## src/rtl/adder_mult_sequencer.sv

```systemverilog
// Iterative unsigned WIDTH x WIDTH -> 2*WIDTH shift-add multiplier that time-shares
// an external ripple-carry adder, one adder pass per clock.
module adder_mult_sequencer #(
    parameter int WIDTH = 32,
    parameter int CNT_W = 6
) (
    input  logic               clk,
    input  logic               rst_n,
    input  logic               start,
    input  logic [WIDTH-1:0]   op_a,
    input  logic [WIDTH-1:0]   op_b,
    output logic               busy,
    output logic               done,
    output logic [2*WIDTH-1:0] product,
    output logic [WIDTH-1:0]   add_a,
    output logic [WIDTH-1:0]   add_b,
    output logic               add_cin,
    input  logic [WIDTH-1:0]   add_result
);

    typedef enum logic [1:0] {
        ST_IDLE = 2'd0,
        ST_RUN  = 2'd1,
        ST_DONE = 2'd2
    } state_t;

    state_t             state_q, state_d;
    logic [WIDTH-1:0]   m_q, m_d;
    logic [WIDTH-1:0]   acc_q, acc_d;
    logic [WIDTH-1:0]   q_q, q_d;
    logic [CNT_W-1:0]   count_q, count_d;
    logic [2*WIDTH-1:0] product_q, product_d;
    logic               busy_q, busy_d;
    logic               done_q, done_d;
    logic [WIDTH-1:0]   add_a_q, add_a_d;
    logic [WIDTH-1:0]   add_b_q, add_b_d;
    logic               carry_s;
    logic [2*WIDTH-1:0] shifted_s;

    // The adder exposes no carry-out, so rebuild it from the operand and sum MSBs.
    assign carry_s = (add_a_q[WIDTH-1] & add_b_q[WIDTH-1]) |
                     ((add_a_q[WIDTH-1] ^ add_b_q[WIDTH-1]) & ~add_result[WIDTH-1]);
    assign shifted_s = {carry_s, add_result, q_q[WIDTH-1:1]};

    // Next-state, datapath and registered-output computation.
    always_comb begin
        state_d   = state_q;
        m_d       = m_q;
        acc_d     = acc_q;
        q_d       = q_q;
        count_d   = count_q;
        product_d = product_q;
        case (state_q)
            ST_IDLE: begin
                if (start) begin
                    m_d     = op_a;
                    q_d     = op_b;
                    acc_d   = {WIDTH{1'b0}};
                    count_d = {CNT_W{1'b0}};
                    state_d = ST_RUN;
                end else begin
                    state_d = ST_IDLE;
                end
            end
            ST_RUN: begin
                {acc_d, q_d} = shifted_s;
                count_d      = count_q + CNT_W'(1);
                if (count_q == CNT_W'(WIDTH - 1)) begin
                    product_d = shifted_s;
                    state_d   = ST_DONE;
                end else begin
                    state_d   = ST_RUN;
                end
            end
            ST_DONE: begin
                state_d = ST_IDLE;
            end
            default: begin
                state_d = ST_IDLE;
            end
        endcase

        busy_d = (state_d != ST_IDLE);
        done_d = (state_d == ST_DONE);
        // Adder operands are registered one cycle ahead so the adder sees ACC and Q[0]?M in RUN.
        if (state_d == ST_RUN) begin
            add_a_d = acc_d;
            add_b_d = q_d[0] ? m_d : {WIDTH{1'b0}};
        end else begin
            add_a_d = {WIDTH{1'b0}};
            add_b_d = {WIDTH{1'b0}};
        end
    end

    // State and datapath registers with asynchronous clear.
    always_ff @(posedge clk or negedge rst_n) begin
        if (!rst_n) begin
            state_q   <= ST_IDLE;
            m_q       <= {WIDTH{1'b0}};
            acc_q     <= {WIDTH{1'b0}};
            q_q       <= {WIDTH{1'b0}};
            count_q   <= {CNT_W{1'b0}};
            product_q <= {(2*WIDTH){1'b0}};
            busy_q    <= 1'b0;
            done_q    <= 1'b0;
            add_a_q   <= {WIDTH{1'b0}};
            add_b_q   <= {WIDTH{1'b0}};
        end else begin
            state_q   <= state_d;
            m_q       <= m_d;
            acc_q     <= acc_d;
            q_q       <= q_d;
            count_q   <= count_d;
            product_q <= product_d;
            busy_q    <= busy_d;
            done_q    <= done_d;
            add_a_q   <= add_a_d;
            add_b_q   <= add_b_d;
        end
    end

    assign busy    = busy_q;
    assign done    = done_q;
    assign product = product_q;
    assign add_a   = add_a_q;
    assign add_b   = add_b_q;
    assign add_cin = 1'b0;

endmodule

```

## config.mk

```make
export PLATFORM = sky130hd
export DESIGN_NAME = adder_mult_sequencer
export DESIGN_NICKNAME = d
export VERILOG_FILES = /design/src/rtl/adder_mult_sequencer.sv
export SDC_FILE = /design/constraint.sdc
export NUM_CORES = 1
export LEC_CHECK = 0
export BUFFER_PORTS_ARGS = -buffer_cell sky130_fd_sc_hd__buf_2
export CAP_MARGIN = 20
export CORE_ASPECT_RATIO = 0.8
export CORE_MARGIN = 1
export CORE_UTILIZATION = 35
export CTS_CLUSTER_SIZE = 8
export DETAILED_ROUTE_END_ITERATION = 7
export SLEW_MARGIN = 20
export SYNTH_ARGS = -nofsm -noshare
export SYNTH_HDL_FRONTEND = slang
export SYNTH_SLANG_ARGS = --single-unit
```

## constraint.sdc

```tcl
create_clock -name clk -period 2.75 [get_ports clk]
set_input_delay 0.1375 -clock clk [delete_from_list [all_inputs] [get_ports clk]]
set_output_delay 0.1375 -clock clk [all_outputs]
set_load 0.02 [all_outputs]
```

==> qor.csv, run 1 <==
stage;metric;value;unit
worst_setup_path;CP Max Fanout;20;
final_layout;fraction of layout cells with a size suffix above 1;41.7;%
yosys;Post-Syn Area per Cell;14.2;um2
grt;largest net degree at the start of global routing;102;
yosys;synthesized flop and latch total;201;
detailed_routing;Vias;5511;
clocking;CTS tree;done;
floorplanning;Core Footprint;22400;um2
floorplanning;die area;23500;um2
grt;first-pass GRT wire length;30200;um
timing;worst setup margin;0.748;ns
outcome;status;complete, no violations;
yosys;count of cell types in the netlist;36;
worst_setup_path;worst r2r path cells;5;
worst_setup_path;FF-to-FF setup slack;0.75;ns
grt;initial antenna violation count;0;
floorplanning;I/O pin total;230;
yosys;Synth Area in Adders;0.313;%
power_and_ir_drop;Final Power;11.8;mW
power_and_ir_drop;Worst IR Drop VDD;0.515;mV
floorplanning;Die H;137;um
worst_setup_path;Critical R2R Launch;count_q[0];
detailed_routing;Detail Route met3 WL;1680;um
hold_path;HP Start;op_b[11];
clocking;Post-CTS Setup Repair Bufs;0;
timing;fmax;499;MHz
timing;Period Utilization, post-route;72.8;%
worst_setup_path;Worst Setup Start Kind;flop;
worst_setup_path;WS Path Type;flop to flop;
power_and_ir_drop;Pwr Density;1060;nW/um2
timing;Worst Clk Skew;0.00712;ns
timing;unrepaired setup endpoints after global routing;false;
clocking;clk root buf;clkbuf_16;
final_layout;Nets;996;
floorplanning;chip width;171;um
clocking;Worst-Skew Late Latency;0.51;ns
yosys;largest family of logic cells by synthesized area;multiplexers;
yosys;Post-Syn Nets;666;
place;Placer Congestion;0.730;
clocking;Reg clk slew, reported paths;0.05;ns
yosys;Synth Flop Type;dfrtp_1;
yosys;Post-Syn Area;8000;um2
yosys;number of synthesized flops with an enable pin;0;
timing;final setup vio count;0;
floorplanning;starting utilization of the core area;35.7;%
yosys;simple-gate share of the synthesized area;7.40;%
place;dpl hpwl;11700;um
yosys;sequential area share after synthesis;62.9;%
floorplanning;Rows;49;
yosys;Yosys warning total;0;
power_and_ir_drop;Leak;5.37;nW
final_layout;most frequent cells in the layout;buf_2, dfrtp_1, dlygate4sd3_1, mux2_4, mux2_2;
yosys;Synth Area in Compound Gates;5.64;%
detailed_routing;met1 wire length;8630;um
detailed_routing;Max Used Layer;met4;
final_layout;area grow syn2layout;39.1;%
detailed_routing;DRC;0;
clocking;CTS Buf Count;29;
timing;Slew Limit Fails;0;
clocking;Sink Count;201;
detailed_routing;starting DRC count in detailed routing;311;
hold_path;Hold Path Class;input pin to flop;
timing;worst slew pin tran;0.569;ns
detailed_routing;wire length on met2;8450;um
yosys;multiplexer share of the synthesized area;20.0;%
worst_setup_path;reg2reg end;product[6];
worst_setup_path;Setup crit end;product[6];
run;Max Cap Viol;0;
grt;vias in the first global route;5660;
worst_setup_path;Crit. End Element;flop;
timing;setup_tns;0;ns
detailed_routing;post-route ant nets;0;
detailed_routing;DR pass1 iterations;7;
timing;Final Hold Viols;0;
timing;final worst path period need;2.00;ns
yosys;Async SR Flop Fraction;100;%
grt;overall routing resource usage;16.2;%
worst_setup_path;crit path DAT;2.39;ns
yosys;Mapped Cells;565;
place;port buffer count;228;
yosys;Synth Area in XOR/XNOR;0.109;%
clocking;H-tree levels;1;
timing;worst relative slew slack;62.1;%
detailed_routing;final WL;19200;um
final_layout;commonest non-fill, non-tap cell in the layout;buf_2;
detailed_routing;Via-to-Cell Ratio;4.59;
final_layout;Fillers;1985;
clocking;CTS Buffer Depth;3;
worst_setup_path;required time worst endpoint;3.14;ns
detailed_routing;wire per inst;16.0;um
grt;grt ovf;0;
place;pre-CTS WS;0.758;ns
final_layout;diode count;0;
worst_setup_path;critical path startpoint;count_q[0];
synth_stat cells, drive strengths merged (11+ instances only):
cell type  count  area, um2
mux2i         35        350
buf           27        235
o21ai         35        175
dfrtp        201       5030
nor2          34        128
nand2         35        131
and2          31        194
a22oi         31        233
mux2          95       1250
clkbuf        11       41.3
per-stage QoR:
step,cells,hold WS (ns),utilization [%],cell area (um2)
after floorplan,565,-0.158,-,8000
after CTS,1201,0.0173,49.6,11100
after global routing,1201,0.0715,49.6,11100
after global placement,1074,-0.0438,42.1,9440
after detailed placement,1074,-0.0440,42.1,9440
final,1201,0.0165,49.6,11100
cell families after synthesis:
family                   count (synthesis)
AND/OR/NAND/NOR                        117
XOR/XNOR                                 1
adder cells (fa/ha/maj)                  2
buffers and inverters                   42
flip-flops                             201
AO/OA/AOI/OAI                           71
multiplexers                           130
other                                    1
worst max-delay path: stages, from the launching register on:
cell and delay [ns]:
dfrtp_1 0.38, ha_1 0.27, nand4_4 0.18, nor3_4 0.28, buf_4 0.36, mux2_2 0.38
flip-flops by register name, summed over array words and instances (netlist names):
register  cells
add_a        32
done          1
q_q          31
state_q       2
m_q          32
busy          1
product      64
add_b        32
count_q       6
timing repair:
item / in CTS / in global routing
resized for setup: 0 / 0
endpoints found under the hold margin: 358 / 0
hold buffers: 96 / 0
power breakdown:
group / internal [mW] / switching [mW]
registers: 4.15 / 0.661
clock network: 1.84 / 1.18
logic: 1.82 / 2.15
layer usage:
| metal | GRT usage, % | vias up |
|---|---|---|
| met5 | 0 | - |
| met4 | 4.17 | 0 |
| met3 | 5.52 | 38 |
| met2 | 25.3 | 204 |
| met1 | 21.6 | 2675 |
| li1 | - | 2594 |
area by class of cell:
type                       instances  area [um2]  area share (%)
sequential                       201        5030            45.2
multi-input combinational        322        2700            24.2
tap                              306         383            3.44
clock buffer                      30         729            6.55
clock inverter                     1        8.76          0.0787
inverter                           4        15.0           0.135
timing repair buffer             337        2270            20.4
worst min-delay path by stage:
| stage | to | slack (ns) | cells after the start |
|---|---|---|---|
| final | q_q[11] | 0.02 | 3 |
| after global routing | q_q[11] | 0.07 | 3 |
| after CTS | state_q[0] | 0.02 | 3 |
| after detailed placement | product[55] | -0.04 | 1 |
| after global placement | product[55] | -0.04 | 1 |
| after floorplan | add_a[0] | -0.16 | 0 |
Note: power is estimated with default switching activity, not from simulation.
==> run 2, diff against run 1 <==
==> constraint.sdc (replaced) <==
create_clock -name clk -period 1.9 [get_ports clk]
set_input_delay 0.095 -clock clk [delete_from_list [all_inputs] [get_ports clk]]
set_output_delay 0.095 -clock clk [all_outputs]
set_load 0.02 [all_outputs]
==> run 2 against run 1 <==
  * Critical path depth unchanged
  * Power up 46%
  * Sequential share of layout area down 0.64 points
  * Clock skew up 0.0025 ns
  * Final area up 1.4%
==> qor.csv, run 2 (synthesis gave the netlist of run 1 again) <==
stage;metric;value;unit;change
grt;GR met3 Demand/Resource;5.20;%;-0.32 points
grt;GRT Max-Usage Layer;met2;;
detailed_routing;final WL;19500;um;+1.4%
grt;vias in the first global route;5633;;-0.48%
clocking;Reg clk slew, reported paths;0.05;ns;about the same
worst_setup_path;WS Path Type;flop to flop;;
worst_setup_path;required time worst endpoint;2.30;ns;-0.84 ns
grt;overall routing resource usage;16.2;%;about the same
floorplanning;die area;23500;um2;unchanged
final_layout;Core Util, Final;50.3;%;+0.71 points
timing;final worst path period need;1.83;ns;-0.177 ns
grt;initial antenna violation count;0;;unchanged
floorplanning;starting utilization of the core area;35.7;%;unchanged
grt;met2 GRT Util;25.5;%;+0.23 points
floorplanning;Core Footprint;22400;um2;unchanged
clocking;clk root buf;clkbuf_16;;
final_layout;Nets;1008;;+1.2%
final_layout;Final Non-Filler Cells;1214;;+1.1%
detailed_routing;wire per inst;16.0;um;+0.30%
grt;met1 Resource Use GR;21.6;%;about the same
place;DP Area;9570;um2;+1.4%
timing;Slew Limit Fails;0;;unchanged
hold_path;Hold Path Class;input pin to async pin;;
clocking;CTS Buf Count;29;;unchanged
place;dpl hpwl;12200;um;+4.9%
grt;first-pass GRT wire length;29900;um;-0.96%
run;Max Cap Viol;0;;unchanged
final_layout;commonest non-fill, non-tap cell in the layout;buf_2;;
timing;Worst Clk Skew;0.00959;ns;+0.00246 ns
timing;setup_tns;0;ns;unchanged
grt;largest net degree at the start of global routing;56;;-45%
final_layout;fraction of layout cells with a size suffix above 1;42.5;%;+0.84 points
grt;grt ovf;0;;unchanged
detailed_routing;Vias;5585;;+1.3%
clocking;H-tree levels;1;;unchanged
final_layout;Largest register FFs;64;;unchanged
worst_setup_path;Crit. End Element;flop;;
worst_setup_path;crit path DAT;2.22;ns;-0.17 ns
timing;Min Hold Slack;0.111;ns;+0.0944 ns
timing;fmax;548;MHz;+9.7%
clocking;Sink Count;201;;unchanged
clocking;post_cts resized;0;;unchanged
clocking;CTS Buffer Depth;3;;unchanged
place;placed cell count;1085;;+1.0%
clocking;Post-CTS Setup Repair Bufs;0;;unchanged
timing;Final Hold Viols;0;;unchanged
outcome;status;complete, no violations;;
worst_setup_path;Worst Setup Start Kind;flop;;
detailed_routing;starting DRC count in detailed routing;238;;-23%
power_and_ir_drop;Leak;5.45;nW;+1.4%
worst_setup_path;crit path cell chain;ha_1, nand4_4, nor3_4, buf_12, mux2_4;;
timing;final setup vio count;0;;unchanged
final_layout;most frequent cells in the layout;buf_2, dfrtp_1, dlygate4sd3_1, mux2_4, mux2_2;;
place;Placer Congestion;0.733;;+0.45%
detailed_routing;post-route ant nets;0;;unchanged
detailed_routing;DRC;0;;unchanged
place;port buffer count;228;;unchanged
worst_setup_path;CP Max Fanout;40;;+100%
timing;unrepaired setup endpoints after global routing;false;;
floorplanning;Die H;137;um;unchanged
final_layout;fin area;11300;um2;+1.4%
detailed_routing;DR pass1 iterations;4;;-3
final_layout;diode count;0;;unchanged
detailed_routing;Via-to-Cell Ratio;4.60;;+0.26%
worst_setup_path;slowest cell delay on critical path;0.37;ns;about the same
power_and_ir_drop;Worst IR Drop VDD;0.835;mV;+62%
final_layout;area grow syn2layout;41.2;%;
clocking;Worst-Skew Late Latency;0.52;ns;about the same
floorplanning;I/O pin total;230;;unchanged
clocking;CTS tree;done;;
timing;Period Utilization, post-route;96.1;%;+23 points
power_and_ir_drop;Pwr Density;1530;nW/um2;+44%
worst_setup_path;Worst path slowest cell;dfrtp_1;;
floorplanning;Rows;49;;unchanged
floorplanning;chip width;171;um;unchanged
## run 2: cell types whose count changed in the layout (fill, tap and decap cells not counted), sizes merged
cell / delta
inv: +1
buf: +11
clkinvlp: +1
clkinv: -1
dlygate4sd3: +1
## run 2: critical path, delay by kind of cell, from the launching register on
kind,cells,cell delay (ns)
buffers and inverters,1,0.31
DFF,1,0.37
and+or+nand+nor,2,0.36
adders and majority gates,1,0.26
muxes,1,0.34
## run 2: worst paths after layout
path / startpoint / cells past startpoint / slack, ns / end
min in group clk: op_b[0] / 4 / 0.18 / add_b[31]
hold reg to reg: product[9] / 1 / 0.50 / product[9]
setup / recovery: count_q[0] / 5 / 0.07 / product[38]
max in group asynchronous: rst_n / 3 / 1.06 / product[18]
hold / removal: rst_n / 2 / 0.11 / add_a[26]
setup reg to reg: count_q[0] / 5 / 0.07 / product[38]
## run 2: metrics by stage
stage	total power, mW	setup WS, ns
floorplan	10.7	0.194
detailed placement	12.7	0.102
CTS	17.4	0.0880
global placement	12.6	0.118
global route	18.3	0.000773
finish	17.2	0.0747
## run 2: where the power goes
part	switching, mW	internal, mW
clock	1.73	2.70
sequential	0.939	6.00
combinational	3.16	2.71
## run 2: per-layer routing
metal / wire length (um) / up-vias
met5: 0 / -
met4: 335 / 0
met3: 1610 / 28
met2: 8670 / 203
met1: 8840 / 2740
li1: - / 2614
## run 2: repair_timing
action | 4_1_cts | 5_1_grt
endpoints found under the hold margin | 331 | 0
hold buffers | 97 | 0
endpoints found under the setup margin | 0 | 0
## run 2: area by class of cell
cell class,count,area (um2)
tap,306,383
inverter,4,15.0
fill,1943,11100
sequential,201,5030
multi-input combinational,322,2700
clock buffer,30,739
clock inverter,2,16.3
timing repair buffer,349,2410
==> run 3, diff against run 2 <==
--- a/config.mk
+++ b/config.mk
@@ -5,6 +5,7 @@
 export SDC_FILE = /design/constraint.sdc
 export NUM_CORES = 1
 export LEC_CHECK = 0
+export ABC_AREA = 1
 export BUFFER_PORTS_ARGS = -buffer_cell sky130_fd_sc_hd__buf_2
 export CAP_MARGIN = 20
 export CORE_ASPECT_RATIO = 0.8
==> run 3 against run 2 <==
  * First-iteration DRC count increased by 100%
  * Cell count increased by 22%
  * Combinational power increased by 16%
  * Hold slack got worse by 0.077 ns
  * Critical endpoint is now m_q[23]
  * Clock skew increased by 0.0078 ns
==> qor.csv, run 3 <==
stage;metric;value;unit;change
outcome;status;complete, no violations;;
place;DP Area;9390;um2;-1.9%
yosys;Synth top area share;63.9;%;+1.0 points
clocking;CTS Buffer Depth;3;;unchanged
grt;largest net degree at the start of global routing;70;;+25%
floorplanning;Rows;48;;-2.0%
clocking;CTS tree;done;;
clocking;CTS Buf Count;29;;unchanged
final_layout;Nets;1279;;+27%
timing;worst slew pin tran;0.549;ns;
worst_setup_path;Critical R2R Launch;state_q[0];;
final_layout;fraction of layout cells with a size suffix above 1;24.8;%;-18 points
timing;Final Hold Viols;0;;unchanged
grt;first-pass GRT wire length;34800;um;+16%
clocking;Worst-Skew Late Latency;0.52;ns;about the same
timing;unrepaired setup endpoints after global routing;false;;
yosys;Yosys warning total;0;;unchanged
timing;final setup vio count;0;;unchanged
yosys;Post-Syn Area;7910;um2;-1.1%
power_and_ir_drop;Leak;5.95;nW;+9.2%
final_layout;commonest non-fill, non-tap cell in the layout;nand2_1;;
yosys;count of cell types in the netlist;22;;-39%
yosys;Yosys top cell by area;dfrtp_1;;
power_and_ir_drop;Worst IR Drop VDD;0.727;mV;-13%
place;dpl hpwl;13000;um;+6.3%
place;Placer Congestion;0.743;;+1.4%
yosys;Async SR Flop Fraction;100;%;unchanged
grt;grt ovf;0;;unchanged
yosys;number of synthesized flops with an enable pin;0;;unchanged
final_layout;fin area;11100;um2;-1.6%
power_and_ir_drop;Pwr Density;1640;nW/um2;+7.5%
timing;Period Utilization, post-route;93.1;%;-3.0 points
worst_setup_path;CP Max Fanout;32;;-20%
yosys;Mapped Cells;858;;+52%
timing;setup_tns;0;ns;unchanged
floorplanning;chip width;170;um;-0.57%
grt;initial antenna violation count;1;;+1
yosys;sequential area share after synthesis;63.9;%;+1.0 points
final_layout;Core Util, Final;50.9;%;+0.52 points
timing;Worst Clk Skew;0.0174;ns;+0.00782 ns
worst_setup_path;critical path startpoint;state_q[0];;
yosys;most common cell in the netlist;nand2_1;;
power_and_ir_drop;Final Power;18.2;mW;+5.8%
final_layout;Largest register FFs;64;;unchanged
detailed_routing;Via-to-Cell Ratio;4.61;;+0.12%
floorplanning;die area;23200;um2;-1.1%
detailed_routing;DR pass1 iterations;4;;unchanged
run;Max Cap Viol;0;;unchanged
clocking;Sink Count;202;;+0.50%
yosys;Post-synth top cells;nand2_1, dfrtp_1, nand3_1;;
grt;vias in the first global route;6760;;+20%
floorplanning;starting utilization of the core area;36.2;%;+0.53 points
grt;overall routing resource usage;18.8;%;+2.6 points
floorplanning;I/O pin total;230;;unchanged
final_layout;most frequent cells in the layout;nand2_1, buf_2, dfrtp_1, nand3_1, dlygate4sd3_1;;
clocking;H-tree levels;1;;unchanged
detailed_routing;Vias;6817;;+22%
worst_setup_path;required time worst endpoint;2.35;ns;+0.05 ns
floorplanning;Die H;136;um;-0.56%
yosys;Post-Syn Nets;959;;+44%
yosys;Synth Flop Type;dfrtp_1;;
place;port buffer count;228;;unchanged
final_layout;area grow syn2layout;40.6;%;
clocking;Reg clk slew, reported paths;0.05;ns;about the same
yosys;synth top area cells;dfrtp_1, nand2_1, nand3_1, buf_2, inv_1;;
detailed_routing;final WL;21600;um;+11%
detailed_routing;wire per inst;14.6;um;-9.1%
worst_setup_path;Worst Setup Start Kind;flop;;
detailed_routing;post-route ant nets;0;;unchanged
detailed_routing;starting DRC count in detailed routing;479;;+100%
timing;worst relative slew slack;63.4;%;
detailed_routing;DRC;0;;unchanged
timing;Min Hold Slack;0.0335;ns;-0.0775 ns
clocking;clk root buf;clkbuf_16;;
hold_path;Hold Path Class;input pin to flop;;
worst_setup_path;WS Path Type;flop to flop;;
clocking;Post-CTS Setup Repair Bufs;0;;unchanged
timing;fmax;565;MHz;+3.2%
yosys;Post-Syn Area per Cell;9.22;um2;-35%
timing;Slew Limit Fails;0;;unchanged
worst_setup_path;crit path DAT;2.22;ns;about the same
floorplanning;Core Footprint;21900;um2;-2.6%
timing;final worst path period need;1.77;ns;-0.0565 ns
worst_setup_path;Crit. End Element;flop;;
yosys;synthesized flop and latch total;202;;+0.50%
hold_path;HP Start;start;;
[run 3: cell count changes after synthesis, moves of 31 or more]
cell,delta
inv_1,+37
mux2i_1,-35
and2_1,-31
o21ai_0,-31
mux2_2,-47
a22oi_1,-31
nand2_1,+269
mux2_4,-48
nand3_1,+193
[run 3: path summary, 6_finish.rpt]
path | cells past startpoint | slack (ns) | endpoint
max | 5 | 0.13 | m_q[23]
min | 3 | 0.03 | m_q[25]
max reg2reg | 5 | 0.13 | m_q[23]
min reg2reg | 2 | 0.46 | product[36]
max in group asynchronous | 3 | 0.98 | add_a[30]
min in group asynchronous | 2 | 0.13 | add_b[15]
[run 3: critical path: stages, from the launching register on]
cell           delay, ns
dfrtp_1             0.43
nor2_2              0.13
buf_4               0.33
nand3_1             0.12
nand2_1             0.11
dlygate4sd3_1       0.56
[run 3: per-layer routing]
| layer | GRT usage (%) | vias to the layer above | share of wire [%] |
|---|---|---|---|
| li1 | - | 3346 | - |
| met1 | 26.0 | 3221 | 46 |
| met2 | 28.9 | 223 | 45 |
| met3 | 5.59 | 27 | 7.8 |
| met4 | 4.50 | 0 | 1.7 |
| met5 | 0 | - | 0 |
[run 3: power by group]
part	switching, mW	internal (mW)
Sequential	0.883	6.17
Clock	1.72	2.66
Combinational	4.52	2.29
Total	7.12	11.1
[run 3: kinds of logic after synthesis]
kind of cell	after synthesis	synth area share [%]
AND/OR/NAND/NOR	543	29.2
flip-flops	202	63.9
buffers and inverters	102	6.03
AO/OA/AOI/OAI	8	0.554
adder cells (fa/ha/maj)	2	0.316
other	1	0.0474
[run 3: repair_timing]
| action | 4_1_cts | 5_1_grt |
|---|---|---|
| resized for setup | 0 | 0 |
| hold buffers | 98 | 0 |
| endpoints found under the hold margin | 227 | 0 |
[run 3: area by class of cell]
| type | instances | area (um2) |
|---|---|---|
| antenna | 1 | 2.50 |
| clock buffer | 30 | 729 |
| tap | 300 | 375 |
| multi-input combinational | 554 | 2390 |
| sequential | 202 | 5050 |
| inverter | 43 | 164 |
| timing repair buffer | 348 | 2380 |
| fill | 2043 | 10700 |
| clock inverter | 2 | 16.3 |
[run 3: per-stage QoR]
step	std cells	worst slack, ns
2_1_floorplan	858	0.439
3_3_place_gp	1349	0.356
3_5_place_dp	1349	0.333
4_1_cts	1479	0.136
5_1_grt	1479	0.00378
6_report	1480	0.131
